File: src/rtl/answer_entry.sv
// Grid answer entry: debounced push buttons drive a cursor over an NxN cell
// bitmap; the finished bitmap is offered to a consumer with a valid/ack handshake.
module answer_entry #(
  parameter int DEBOUNCE_CYCLES = 1000000
) (
  input  logic        clk,
  input  logic        reset,
  input  logic [1:0]  o_level,
  input  logic        enable,
  input  logic        btn_up,
  input  logic        btn_down,
  input  logic        btn_left,
  input  logic        btn_right,
  input  logic        btn_select,
  input  logic        btn_submit,
  input  logic        answer_ack,
  output logic [24:0] answer,
  output logic [2:0]  cursor_row,
  output logic [2:0]  cursor_col,
  output logic        answer_valid,
  output logic [4:0]  set_count,
  output logic        entry_active
);

  localparam int CW = (DEBOUNCE_CYCLES < 2) ? 1 : $clog2(DEBOUNCE_CYCLES);
  localparam logic [CW-1:0] CNT_LAST = CW'(DEBOUNCE_CYCLES - 1);

  // Button bit order: 0 up, 1 down, 2 left, 3 right, 4 select, 5 submit.
  localparam int B_UP = 0, B_DOWN = 1, B_LEFT = 2, B_RIGHT = 3, B_SEL = 4, B_SUB = 5;

  typedef enum logic [1:0] {S_IDLE, S_ENTRY, S_SUBMIT} state_t;

  logic [5:0]    w_btn_raw;
  logic [5:0]    r_sync1, r_sync2, r_deb, r_pulse, r_block;
  logic [1:0]    r_sync_vld;
  logic [CW-1:0] r_cnt [6];

  assign w_btn_raw = {btn_submit, btn_select, btn_right, btn_left, btn_down, btn_up};

  // r_block suppresses pulses for buttons already held when reset releases;
  // it clears once the synchronizer shows the real input released.
  // NOTE: sequential state uses non-blocking (<=) so every flop samples
  // pre-edge values; blocking here would create order-dependent races.
  // NOTE: the counter array is reset element by element, which is cheap here
  // because it is six small flop registers, not a RAM macro.
  always_ff @(posedge clk) begin
    if (reset) begin
      r_sync1    <= '0;
      r_sync2    <= '0;
      r_deb      <= '0;
      r_pulse    <= '0;
      r_block    <= '1;
      r_sync_vld <= '0;
      for (int i = 0; i < 6; i++) r_cnt[i] <= '0;
    end else begin
      r_sync1    <= w_btn_raw;
      r_sync2    <= r_sync1;
      r_sync_vld <= {r_sync_vld[0], 1'b1};
      for (int i = 0; i < 6; i++) begin
        r_pulse[i] <= 1'b0;
        if (r_sync_vld[1] && !r_sync2[i]) r_block[i] <= 1'b0;
        if (r_sync2[i] != r_deb[i]) begin
          if (r_cnt[i] == CNT_LAST) begin
            r_deb[i]   <= r_sync2[i];
            r_cnt[i]   <= '0;
            r_pulse[i] <= r_sync2[i] && !r_block[i];
          end else begin
            r_cnt[i] <= r_cnt[i] + 1'b1;
          end
        end else begin
          r_cnt[i] <= '0;
        end
      end
    end
  end

  state_t      r_state, w_state_next;
  logic [24:0] r_answer, w_answer_next;
  logic [2:0]  r_row, w_row_next, r_col, w_col_next;
  logic [1:0]  r_level, w_level_next;
  logic        r_valid, w_valid_next;
  logic [4:0]  r_set_count, w_pop;
  logic [2:0]  w_n;
  logic [4:0]  w_nn, w_lin, w_idx;

  always_ff @(posedge clk) begin
    if (reset) begin
      r_state     <= S_IDLE;
      r_answer    <= '0;
      r_row       <= '0;
      r_col       <= '0;
      r_level     <= '0;
      r_valid     <= 1'b0;
      r_set_count <= '0;
    end else begin
      r_state     <= w_state_next;
      r_answer    <= w_answer_next;
      r_row       <= w_row_next;
      r_col       <= w_col_next;
      r_level     <= w_level_next;
      r_valid     <= w_valid_next;
      r_set_count <= w_pop;
    end
  end

  // Cell (r,c) lives at bit N*N-1-(r*N+c): row-major, MSB first.
  always_comb begin
    case (r_level)
      2'b01:   w_n = 3'd3;
      2'b10:   w_n = 3'd4;
      2'b11:   w_n = 3'd5;
      default: w_n = 3'd1;
    endcase
    w_nn  = {2'b00, w_n} * {2'b00, w_n};
    w_lin = {2'b00, r_row} * {2'b00, w_n} + {2'b00, r_col};
    w_idx = w_nn - 5'd1 - w_lin;
    w_pop = '0;
    for (int i = 0; i < 25; i++) w_pop = w_pop + {4'b0000, r_answer[i]};
  end

  // NOTE: every next-state signal gets a default before the case so no
  // path leaves it unassigned, which would otherwise infer a latch.
  always_comb begin
    w_state_next  = r_state;
    w_answer_next = r_answer;
    w_row_next    = r_row;
    w_col_next    = r_col;
    w_level_next  = r_level;
    w_valid_next  = r_valid;
    case (r_state)
      S_IDLE: begin
        if (enable && o_level != 2'b00) begin
          w_answer_next = '0;
          w_row_next    = '0;
          w_col_next    = '0;
          w_level_next  = o_level;
          w_state_next  = S_ENTRY;
        end
      end
      S_ENTRY: begin
        if (!enable || o_level == 2'b00) begin
          w_state_next = S_IDLE;
        end else if (o_level != r_level) begin
          w_answer_next = '0;
          w_row_next    = '0;
          w_col_next    = '0;
          w_level_next  = o_level;
        end else if (r_pulse[B_SUB]) begin
          w_valid_next = 1'b1;
          w_state_next = S_SUBMIT;
        end else if (r_pulse[B_SEL]) begin
          w_answer_next = r_answer ^ (25'd1 << w_idx);
        end else if (r_pulse[B_UP]) begin
          w_row_next = (r_row == 3'd0) ? w_n - 3'd1 : r_row - 3'd1;
        end else if (r_pulse[B_DOWN]) begin
          w_row_next = (r_row == w_n - 3'd1) ? 3'd0 : r_row + 3'd1;
        end else if (r_pulse[B_LEFT]) begin
          w_col_next = (r_col == 3'd0) ? w_n - 3'd1 : r_col - 3'd1;
        end else if (r_pulse[B_RIGHT]) begin
          w_col_next = (r_col == w_n - 3'd1) ? 3'd0 : r_col + 3'd1;
        end
      end
      S_SUBMIT: begin
        if (answer_ack) begin
          w_valid_next = 1'b0;
          w_state_next = S_IDLE;
        end
      end
      default: w_state_next = S_IDLE;
    endcase
  end

  assign answer       = r_answer;
  assign cursor_row   = r_row;
  assign cursor_col   = r_col;
  assign answer_valid = r_valid;
  assign set_count    = r_set_count;
  assign entry_active = (r_state == S_ENTRY);

endmodule
File: config.mk
export PLATFORM = sky130hd
export DESIGN_NAME = answer_entry
export DESIGN_NICKNAME = d
export VERILOG_FILES = /design/src/rtl/answer_entry.sv
export SDC_FILE = /design/constraint.sdc
export NUM_CORES = 1
export LEC_CHECK = 0
export ABC_AREA = 1
export CAP_MARGIN = 20
export CELL_PAD_IN_SITES_DETAIL_PLACEMENT = 2
export CELL_PAD_IN_SITES_GLOBAL_PLACEMENT = 2
export CORE_MARGIN = 2
export CORE_UTILIZATION = 34
export DETAILED_ROUTE_END_ITERATION = 16
export GPL_ROUTABILITY_DRIVEN = 1
export PLACE_DENSITY_LB_ADDON = 0.2
export SYNTH_ARGS = -nofsm -noshare
export SYNTH_HDL_FRONTEND = slang
export SYNTH_SLANG_ARGS = --single-unit
export TNS_END_PERCENT = 1
File: constraint.sdc
create_clock -name clk -period 3.95 [get_ports clk]
set_input_delay 0.79 -clock clk [delete_from_list [all_inputs] [get_ports clk]]
set_output_delay 0.79 -clock clk [all_outputs]
set_load 0.05 [all_outputs]
==> flow_summary.html, run 1 <==
<table>
<tr><th>Metric</th><th>Value</th></tr>
<tr><th colspan="2">Yosys</th></tr>
<tr><td>Number of enable-type register cells in the synthesized netlist</td><td>120</td></tr>
<tr><td>Cell type with the highest aggregate area in the netlist</td><td>edfxtp_1</td></tr>
<tr><td>Synth area leaders</td><td>edfxtp_1 (31%), dfxtp_1 (13%), nor2_1 (7.8%)</td></tr>
<tr><td>Mapped Avg Cell Area</td><td>8.20 um^2</td></tr>
<tr><td>Count of synthesis-stage warnings from yosys</td><td>0</td></tr>
<tr><td>Fraction of post-synthesis cell area in the top cell type by area</td><td>30.8%</td></tr>
<tr><td>Synth cell types</td><td>50</td></tr>
<tr><td>Total standard cell area after synthesis</td><td>11700 um^2</td></tr>
<tr><td>Post-synthesis sequential area ratio</td><td>43.3%</td></tr>
<tr><td>Most frequently used flop master after synthesis</td><td>edfxtp_1</td></tr>
<tr><td>Mapped Cells</td><td>1425</td></tr>
<tr><td>Most numerous cell in the Yosys netlist</td><td>nor2_1</td></tr>
<tr><td>FF+latch count, synth</td><td>193</td></tr>
<tr><td>Async set-or-reset flop fraction in the synthesized netlist</td><td>0%</td></tr>
<tr><td>Most common library cells after synthesis</td><td>nor2_1 (243), nand2_1 (224), inv_1 (195)</td></tr>
<tr><th colspan="2">Route</th></tr>
<tr><td>Total wirelength of the detailed-routed design</td><td>34100 um</td></tr>
<tr><td>Via count</td><td>10200</td></tr>
<tr><td>Number of iterations in the first detailed-routing pass</td><td>6</td></tr>
<tr><td>Average wire per standard cell</td><td>16.3 um</td></tr>
<tr><td>Detailed-route vias per instance</td><td>4.86</td></tr>
<tr><td>Antenna Violating Nets Remaining</td><td>0</td></tr>
<tr><td>Number of violations reported at the end of detailed-routing iteration 0</td><td>256</td></tr>
<tr><td>DRC violations left</td><td>0</td></tr>
<tr><th colspan="2">Critical path</th></tr>
<tr><td>Cells along the critical path</td><td>buf_4, ha_2, inv_2, fa_1, ha_1, inv_1, fa_1, fa_2, fa_2, inv_4, nor3_4, inv_2, nor2_2, nand3_1, nor2_1, nor2_1, nor2_1</td></tr>
<tr><td>Top cell family by delay on the critical path</td><td>adder cells</td></tr>
<tr><td>Slowest Stage Delay on Critical Path</td><td>0.69 ns</td></tr>
<tr><td>Number of buffers and inverters on the critical path</td><td>5</td></tr>
<tr><td>Most numerous cell on the critical path</td><td>nor2_1</td></tr>
<tr><td>Crit-path max FO</td><td>5</td></tr>
<tr><td>Endpoint required time on the critical path</td><td>4.35 ns</td></tr>
<tr><td>Critical path class</td><td>flip-flop to flip-flop</td></tr>
<tr><td>Cell type of the slowest stage on the worst timing path</td><td>fa_2</td></tr>
<tr><td>Signal arrival time at the worst endpoint</td><td>4.52 ns</td></tr>
<tr><td>Startpoint types</td><td>flip-flop</td></tr>
<tr><td>Critical path endpoint category</td><td>flip-flop</td></tr>
<tr><th colspan="2">Final layout</th></tr>
<tr><td>Area occupied by registers</td><td>5100 um^2</td></tr>
<tr><td>Fraction of layout cells with a size suffix above 1</td><td>11.6%</td></tr>
<tr><td>Count of fill cells added during filler insertion</td><td>3918</td></tr>
<tr><td>NumNets Final</td><td>1704</td></tr>
<tr><td>Number of diodes added for antenna fixing</td><td>0</td></tr>
<tr><td>Multi-input gate area in the final layout</td><td>6300 um^2</td></tr>
<tr><td>Synthesis-to-layout area growth</td><td>21.6%</td></tr>
<tr><th colspan="2">CTS</th></tr>
<tr><td>Max H-tree Level</td><td>4</td></tr>
<tr><td>CTS clock-pin slew for the worst setup and hold paths</td><td>0.09 ns</td></tr>
<tr><td>Maximum buffer depth of the clock tree</td><td>2</td></tr>
<tr><td>Post CTS Setup Buffer Count</td><td>0</td></tr>
<tr><td>Worst skew pair latency</td><td>0.46 ns</td></tr>
<tr><td>Num Clock Sinks</td><td>193</td></tr>
<tr><td>CTS root buffer</td><td>clkbuf_16</td></tr>
<tr><td>CTS buffer count</td><td>17</td></tr>
<tr><td>TritonCTS clock tree</td><td>yes</td></tr>
<tr><th colspan="2">Flow run</th></tr>
<tr><td>Max_cap viols</td><td>0</td></tr>
<tr><th colspan="2">Timing</th></tr>
<tr><td>Final slew viol count</td><td>0</td></tr>
<tr><td>Worst Clk Skew</td><td>0.0116 ns</td></tr>
<tr><td>Total count of hold-check failures in the final report</td><td>0</td></tr>
<tr><td>Maximum clock frequency</td><td>243 MHz</td></tr>
<tr><td>Time the worst path needs with I/O delays and setup</td><td>4.12 ns</td></tr>
<tr><td>Min setup slack post-route</td><td>-0.169 ns</td></tr>
<tr><td>Unrepaired setup endpoints after global routing</td><td>true</td></tr>
<tr><td>Final critical-path share of the clock period</td><td>104%</td></tr>
<tr><td>Max-slew headroom at the worst pin</td><td>35.8%</td></tr>
<tr><td>Hold Worst Slack</td><td>0.403 ns</td></tr>
<tr><td>Transition time at the pin with the least slew margin</td><td>0.960 ns</td></tr>
<tr><td>Setup Viol. Count Final</td><td>29</td></tr>
<tr><th colspan="2">Global routing</th></tr>
<tr><td>Number of global-route vias before repair</td><td>11200</td></tr>
<tr><td>GRT Resource Usage Total</td><td>19.9%</td></tr>
<tr><td>First-pass GRT wire length</td><td>57100 um</td></tr>
<tr><td>Grt ovf</td><td>0</td></tr>
<tr><td>Initial antenna violation count</td><td>0</td></tr>
<tr><td>Maximum number of pins on one net before global-route repair</td><td>28</td></tr>
<tr><th colspan="2">Placed design</th></tr>
<tr><td>Port Buffers</td><td>49</td></tr>
<tr><td>Post-detail-place hpwl</td><td>25700 um</td></tr>
<tr><td>Final GP Congestion</td><td>0.810</td></tr>
<tr><th colspan="2">Floorplan</th></tr>
<tr><td>Count of standard-cell rows</td><td>67</td></tr>
<tr><td>Ports placed on the boundary</td><td>50</td></tr>
<tr><td>Starting utilization of the core area</td><td>34.7%</td></tr>
<tr><td>Die Wd</td><td>189 um</td></tr>
<tr><td>Core box area</td><td>33700 um^2</td></tr>
<tr><td>Vertical extent of the die</td><td>189 um</td></tr>
<tr><td>Die area</td><td>35900 um^2</td></tr>
<tr><th colspan="2">Pwr</th></tr>
<tr><td>Worst IR Drop VDD</td><td>0.000349 V</td></tr>
<tr><td>Power Density</td><td>423 nW/um^2</td></tr>
<tr><td>Leakage power of the design</td><td>0.00566 uW</td></tr>
<tr><td>Post-layout power</td><td>6000 uW</td></tr>
<tr><th colspan="2">Min path</th></tr>
<tr><td>Worst min-delay path category</td><td>flip-flop to flip-flop</td></tr>
<tr><th colspan="2">Run status</th></tr>
<tr><td>Status</td><td>finished with violations</td></tr>
<tr><td>Violations in the final reports</td><td>negative setup slack</td></tr>
</table>
[stage by stage]
step | utilization [%] | setup WS (ns) | std cells | setup TNS (ns) | area [um^2]
after floorplan | - | -0.0190 | 1544 | -0.0347 | 12200
after global placement | 39.9 | -0.0758 | 2060 | -0.586 | 13400
after detailed placement | 39.9 | -0.274 | 2060 | -5.10 | 13400
after CTS | 42.0 | -0.241 | 2092 | -1.73 | 14200
after global routing | 42.1 | -0.375 | 2092 | -8.94 | 14200
final | 42.1 | -0.169 | 2092 | -2.86 | 14200
[routing by layer]
layer  vias to the layer above  track usage (%)  routed length, um
met5                         -                0                  0
met2                        66             36.7              17700
met3                        22             3.00                614
li1                       4988                -                  -
met4                         0             4.62                326
met1                      5097             24.2              15500
[sequential cells by signal (all words and copies together) (netlist names), 5 cells and up]
name	count
r_block	6
r_deb	6
set_count	5
r_sync1	6
r_sync2	6
r_cnt	120
answer	25
r_pulse	6
[power by group]
group          switching, uW  total (uW)  internal, uW
sequential              88.4        2310          2220
clock                    940        1830           893
combinational           1220        1860           639
total                   2250        6000          3750
[placed cells by master (no fill, tap or decap), drive strengths merged, types with 17 or more instances in the layout]
cell type	instances
a21oi	70
nor3	70
dfxtp	73
nor2	256
nor4	24
o21ai	37
or2	17
xor2	48
clkbuf	18
ha	36
nand4	53
clkdlybuf4s50	48
nand3	94
conb	120
nand2	232
buf	48
edfxtp	120
inv	214
fa	25
xnor2	19
[worst reg2reg max path, stage by stage, from the launching register on]
cell	delay [ns]
dfxtp_4	0.38
buf_4	0.12
ha_2	0.18
inv_2	0.05
fa_1	0.47
ha_1	0.31
inv_1	0.07
fa_1	0.44
fa_2	0.53
fa_2	0.70
inv_4	0.10
nor3_4	0.15
inv_2	0.07
nor2_2	0.13
nand3_1	0.10
nor2_1	0.13
nor2_1	0.06
nor2_1	0.09
[repair_timing]
item                       in CTS  in global routing
hold buffers                    0                  0
cloned                          0                  0
setup endpoints to repair      29                 29
resized for setup              31                 11
pin swaps                       9                  7
[logic make-up after synthesis]
logic type	synth area share [%]
buffers and inverters	7.95
flip-flops	43.3
AND/OR/NAND/NOR	30.0
AO/OA/AOI/OAI	5.28
XOR/XNOR	5.25
other	0.0321
adder cells (fa/ha/maj)	8.14
[final cells by class]
| class | instances | share of cell area (%) |
|---|---|---|
| flip-flops and latches | 193 | 35.9 |
| multi-input cells | 1120 | 44.3 |
| inverters | 203 | 5.40 |
| clock buffers | 18 | 3.17 |
| clock inverters | 14 | 1.07 |
| well taps | 448 | 3.95 |
| repair buffers | 96 | 6.16 |
[final timing paths]
check | from | to | slack [ns] | cells past startpoint
setup / recovery | r_level[1]$_SDFFE_PP0P_ | answer[12]$_SDFFE_PP0P_ | -0.17 | 17
hold / removal | r_sync1[4]$_SDFF_PP0_ | r_sync2[4]$_SDFF_PP0_ | 0.40 | 2
setup reg to reg | r_level[1]$_SDFFE_PP0P_ | answer[12]$_SDFFE_PP0P_ | -0.17 | 17
hold reg to reg | r_sync1[4]$_SDFF_PP0_ | r_sync2[4]$_SDFF_PP0_ | 0.40 | 2
Power figures use the tool's default switching activity.
==> run 2, diff against run 1 <==
--- a/config.mk
+++ b/config.mk
@@ -14,6 +14,8 @@
 export DETAILED_ROUTE_END_ITERATION = 16
 export GPL_ROUTABILITY_DRIVEN = 1
 export PLACE_DENSITY_LB_ADDON = 0.2
+export SETUP_SLACK_MARGIN = 0.3
+export SKIP_CTS_REPAIR_TIMING = 1
 export SYNTH_ARGS = -nofsm -noshare
 export SYNTH_HDL_FRONTEND = slang
 export SYNTH_SLANG_ARGS = --single-unit
==> run 2 against run 1 <==
Compared with the run above:
- the flow still finishes with violations (negative setup slack)
- sequential cell count stayed put
- non-clock buffer count is 4 higher
- via count is 0.64% higher
- sequential share of layout area is 0.32 points lower
- die area stayed put
- worst setup slack worse by 0.16 ns
- combinational power is 11% higher
- global-route usage is 0.11 points lower
- sequential power hardly changed
- critical path type unchanged
==> flow_summary.html, run 2 (synthesis gave the netlist of run 1 again) <==
<table>
<tr><th>Metric</th><th>Value</th></tr>
<tr><th colspan="2">Placed design</th></tr>
<tr><td>Placement Cell Area</td><td>13400 um^2 (unchanged)</td></tr>
<tr><td>Post-detail-place hpwl</td><td>25700 um (unchanged)</td></tr>
<tr><td>Inst Count DP</td><td>2060 (unchanged)</td></tr>
<tr><td>Port Buffers</td><td>49 (unchanged)</td></tr>
<tr><td>Post-Place Setup Slack</td><td>-0.274 ns (unchanged)</td></tr>
<tr><td>Final GP Congestion</td><td>0.810 (unchanged)</td></tr>
<tr><th colspan="2">Timing</th></tr>
<tr><td>Min setup slack post-route</td><td>-0.332 ns (-0.162 ns)</td></tr>
<tr><td>Transition time at the pin with the least slew margin</td><td>0.950 ns (-0.00942 ns)</td></tr>
<tr><td>Total count of hold-check failures in the final report</td><td>0 (unchanged)</td></tr>
<tr><td>Time the worst path needs with I/O delays and setup</td><td>4.28 ns (+0.162 ns)</td></tr>
<tr><td>Final slew viol count</td><td>0 (unchanged)</td></tr>
<tr><td>Maximum clock frequency</td><td>234 MHz (-3.8%)</td></tr>
<tr><td>Worst Clk Skew</td><td>0.0114 ns (-0.000226 ns)</td></tr>
<tr><td>Unrepaired setup endpoints after global routing</td><td>true</td></tr>
<tr><td>Setup Viol. Count Final</td><td>29 (unchanged)</td></tr>
<tr><td>Final critical-path share of the clock period</td><td>108% (+4.1 points)</td></tr>
<tr><td>Max-slew headroom at the worst pin</td><td>36.5% (+0.63 points)</td></tr>
<tr><td>Hold Worst Slack</td><td>0.404 ns (+0.00110 ns)</td></tr>
<tr><th colspan="2">CTS</th></tr>
<tr><td>Max H-tree Level</td><td>4 (unchanged)</td></tr>
<tr><td>Num Clock Sinks</td><td>193 (unchanged)</td></tr>
<tr><td>CTS clock-pin slew for the worst setup and hold paths</td><td>0.09 ns (about the same)</td></tr>
<tr><td>CTS root buffer</td><td>clkbuf_16</td></tr>
<tr><td>Worst skew pair latency</td><td>0.46 ns (about the same)</td></tr>
<tr><td>Maximum buffer depth of the clock tree</td><td>2 (unchanged)</td></tr>
<tr><td>CTS buffer count</td><td>17 (unchanged)</td></tr>
<tr><td>TritonCTS clock tree</td><td>yes</td></tr>
<tr><th colspan="2">Floorplan</th></tr>
<tr><td>Ports placed on the boundary</td><td>50 (unchanged)</td></tr>
<tr><td>Die area</td><td>35900 um^2 (unchanged)</td></tr>
<tr><td>Starting utilization of the core area</td><td>34.7% (unchanged)</td></tr>
<tr><td>Die Wd</td><td>189 um (unchanged)</td></tr>
<tr><td>Vertical extent of the die</td><td>189 um (unchanged)</td></tr>
<tr><td>Core box area</td><td>33700 um^2 (unchanged)</td></tr>
<tr><td>Count of standard-cell rows</td><td>67 (unchanged)</td></tr>
<tr><th colspan="2">Min path</th></tr>
<tr><td>Worst min-delay path category</td><td>flip-flop to flip-flop</td></tr>
<tr><th colspan="2">Final layout</th></tr>
<tr><td>Final instance area</td><td>14300 um^2 (+0.89%)</td></tr>
<tr><td>Final core utilization</td><td>42.5% (+0.37 points)</td></tr>
<tr><td>NumNets Final</td><td>1708 (+0.23%)</td></tr>
<tr><td>Highest-count cells in the layout ignoring fill and taps</td><td>nor2_1 (229), nand2_1 (221), inv_1 (184)</td></tr>
<tr><td>Number of diodes added for antenna fixing</td><td>0 (unchanged)</td></tr>
<tr><td>Most common library cell in the layout ignoring fill and taps</td><td>nor2_1</td></tr>
<tr><td>Final standard cell count with taps included and fillers excluded</td><td>2096 (+0.19%)</td></tr>
<tr><td>Largest Register</td><td>r_cnt</td></tr>
<tr><td>Synthesis-to-layout area growth</td><td>22.6%</td></tr>
<tr><td>Fraction of layout cells with a size suffix above 1</td><td>12.8% (+1.2 points)</td></tr>
<tr><td>Count of fill cells added during filler insertion</td><td>3905 (-0.33%)</td></tr>
<tr><td>Number of flip-flops in the largest register</td><td>120 (unchanged)</td></tr>
<tr><th colspan="2">Global routing</th></tr>
<tr><td>Initial antenna violation count</td><td>0 (unchanged)</td></tr>
<tr><td>Grt ovf</td><td>0 (unchanged)</td></tr>
<tr><td>GRT Resource Usage Total</td><td>19.8% (-0.11 points)</td></tr>
<tr><td>First-pass GRT wire length</td><td>56800 um (-0.53%)</td></tr>
<tr><td>Number of global-route vias before repair</td><td>11200 (-0.39%)</td></tr>
<tr><td>Maximum number of pins on one net before global-route repair</td><td>28 (unchanged)</td></tr>
<tr><th colspan="2">Pwr</th></tr>
<tr><td>Switching portion of total power</td><td>38.6% (+1.1 points)</td></tr>
<tr><td>Power Density</td><td>433 nW/um^2 (+2.3%)</td></tr>
<tr><td>Sequential group share of total power</td><td>37.3% (-1.2 points)</td></tr>
<tr><td>Leakage power of the design</td><td>0.00569 uW (+0.44%)</td></tr>
<tr><td>Switching power total</td><td>2390 uW (+6.4%)</td></tr>
<tr><td>Clock power frac</td><td>29.5% (-1.0 points)</td></tr>
<tr><td>Power Internal</td><td>3800 uW (+1.4%)</td></tr>
<tr><td>Worst IR Drop VDD</td><td>0.000350 V (+0.27%)</td></tr>
<tr><td>Combinational group share of total power</td><td>33.2% (+2.2 points)</td></tr>
<tr><th colspan="2">Route</th></tr>
<tr><td>Detailed-route vias per instance</td><td>4.88 (+0.45%)</td></tr>
<tr><td>Average wire per standard cell</td><td>16.8 um (+3.3%)</td></tr>
<tr><td>Total wirelength of the detailed-routed design</td><td>35300 um (+3.5%)</td></tr>
<tr><td>Number of violations reported at the end of detailed-routing iteration 0</td><td>292 (+14%)</td></tr>
<tr><td>DRC violations left</td><td>0 (unchanged)</td></tr>
<tr><td>Number of iterations in the first detailed-routing pass</td><td>4 (-2)</td></tr>
<tr><td>Via count</td><td>10200 (+0.64%)</td></tr>
<tr><td>Antenna Violating Nets Remaining</td><td>0 (unchanged)</td></tr>
<tr><th colspan="2">Critical path</th></tr>
<tr><td>Startpoint types</td><td>flip-flop</td></tr>
<tr><td>Endpoint required time on the critical path</td><td>4.35 ns (about the same)</td></tr>
<tr><td>Crit-path max FO</td><td>5 (unchanged)</td></tr>
<tr><td>Critical path class</td><td>flip-flop to flip-flop</td></tr>
<tr><td>Critical path endpoint category</td><td>flip-flop</td></tr>
<tr><td>Top cell family by delay on the critical path</td><td>adder cells</td></tr>
<tr><td>Signal arrival time at the worst endpoint</td><td>4.68 ns (+0.16 ns)</td></tr>
<tr><td>Slowest Stage Delay on Critical Path</td><td>0.68 ns (about the same)</td></tr>
<tr><td>Number of buffers and inverters on the critical path</td><td>5 (unchanged)</td></tr>
<tr><td>Cell type of the slowest stage on the worst timing path</td><td>fa_2</td></tr>
<tr><td>Cells along the critical path</td><td>inv_4, ha_4, nand2_2, inv_2, fa_1, ha_4, inv_2, fa_1, fa_2, fa_2, clkinv_4, nor3_4, inv_2, nor2_4, nand3_1, nor2_1, nor2_1, nor2_1</td></tr>
<tr><th colspan="2">Flow run</th></tr>
<tr><td>Max_cap viols</td><td>0 (unchanged)</td></tr>
<tr><th colspan="2">Run status</th></tr>
<tr><td>Status</td><td>finished with violations</td></tr>
<tr><td>Violations in the final reports</td><td>negative setup slack</td></tr>
</table>
==> run 2: cell count changes in the layout (fill, tap and decap cells not counted), sizes merged <==
cell / before / now
inv: 214 / 213
clkinv: 3 / 4
buf: 48 / 52
==> run 2: power groups by stage <==
stage	logic (uW)	clock network [uW]	registers [uW]
after floorplan	1010	0	2400
after global placement	1620	0	2350
after detailed placement	1650	0	2360
after CTS	1680	1890	2310
after global routing	2200	1970	2330
final	2060	1830	2310
==> run 2: worst paths after layout <==
check	start	to	slack, ns	depth (start not counted)
setup reg to reg	r_level[1]$_SDFFE_PP0P_	answer[12]$_SDFFE_PP0P_	-0.33	18
setup / recovery	r_level[1]$_SDFFE_PP0P_	answer[12]$_SDFFE_PP0P_	-0.33	18
hold reg to reg	r_sync1[4]$_SDFF_PP0_	r_sync2[4]$_SDFF_PP0_	0.40	2
hold / removal	r_sync1[4]$_SDFF_PP0_	r_sync2[4]$_SDFF_PP0_	0.40	2
==> run 2: layer usage <==
layer | part of all wire (%) | vias up | track usage, %
met3 | 2.1 | 31 | 3.00
met1 | 45 | 5122 | 24.1
li1 | - | 4993 | -
met2 | 52 | 92 | 36.4
met5 | 0 | - | 0
met4 | 1.3 | 0 | 4.68
==> run 2: cell type report <==
cell class                 count  area (um^2)  area share, %
timing repair buffer         100          908           6.34
clock buffer                  18          450           3.14
inverter                     203          774           5.41
sequential                   193         5100           35.6
clock inverter                14          151           1.06
tap                          448          561           3.91
multi-input combinational   1120         6380           44.6
==> run 2: worst reg2reg max path: cells and delay by family (launching register included) <==
| kind | cells | cell delay (ns) |
|---|---|---|
| AND/OR/NAND/NOR | 7 | 0.82 |
| adder cells (fa/ha/maj) | 6 | 2.64 |
| buffers and inverters | 5 | 0.35 |
| flip-flops | 1 | 0.40 |
==> run 2: stage by stage <==
| step | power (uW) | setup TNS [ns] |
|---|---|---|
| 6_report | 6200 | -5.65 |
| 5_1_grt | 6490 | -9.61 |
| 4_1_cts | 5890 | -6.76 |
| 3_5_place_dp | 4010 | -5.10 |
| 3_3_place_gp | 3970 | -0.586 |
| 2_1_floorplan | 3410 | -0.0347 |
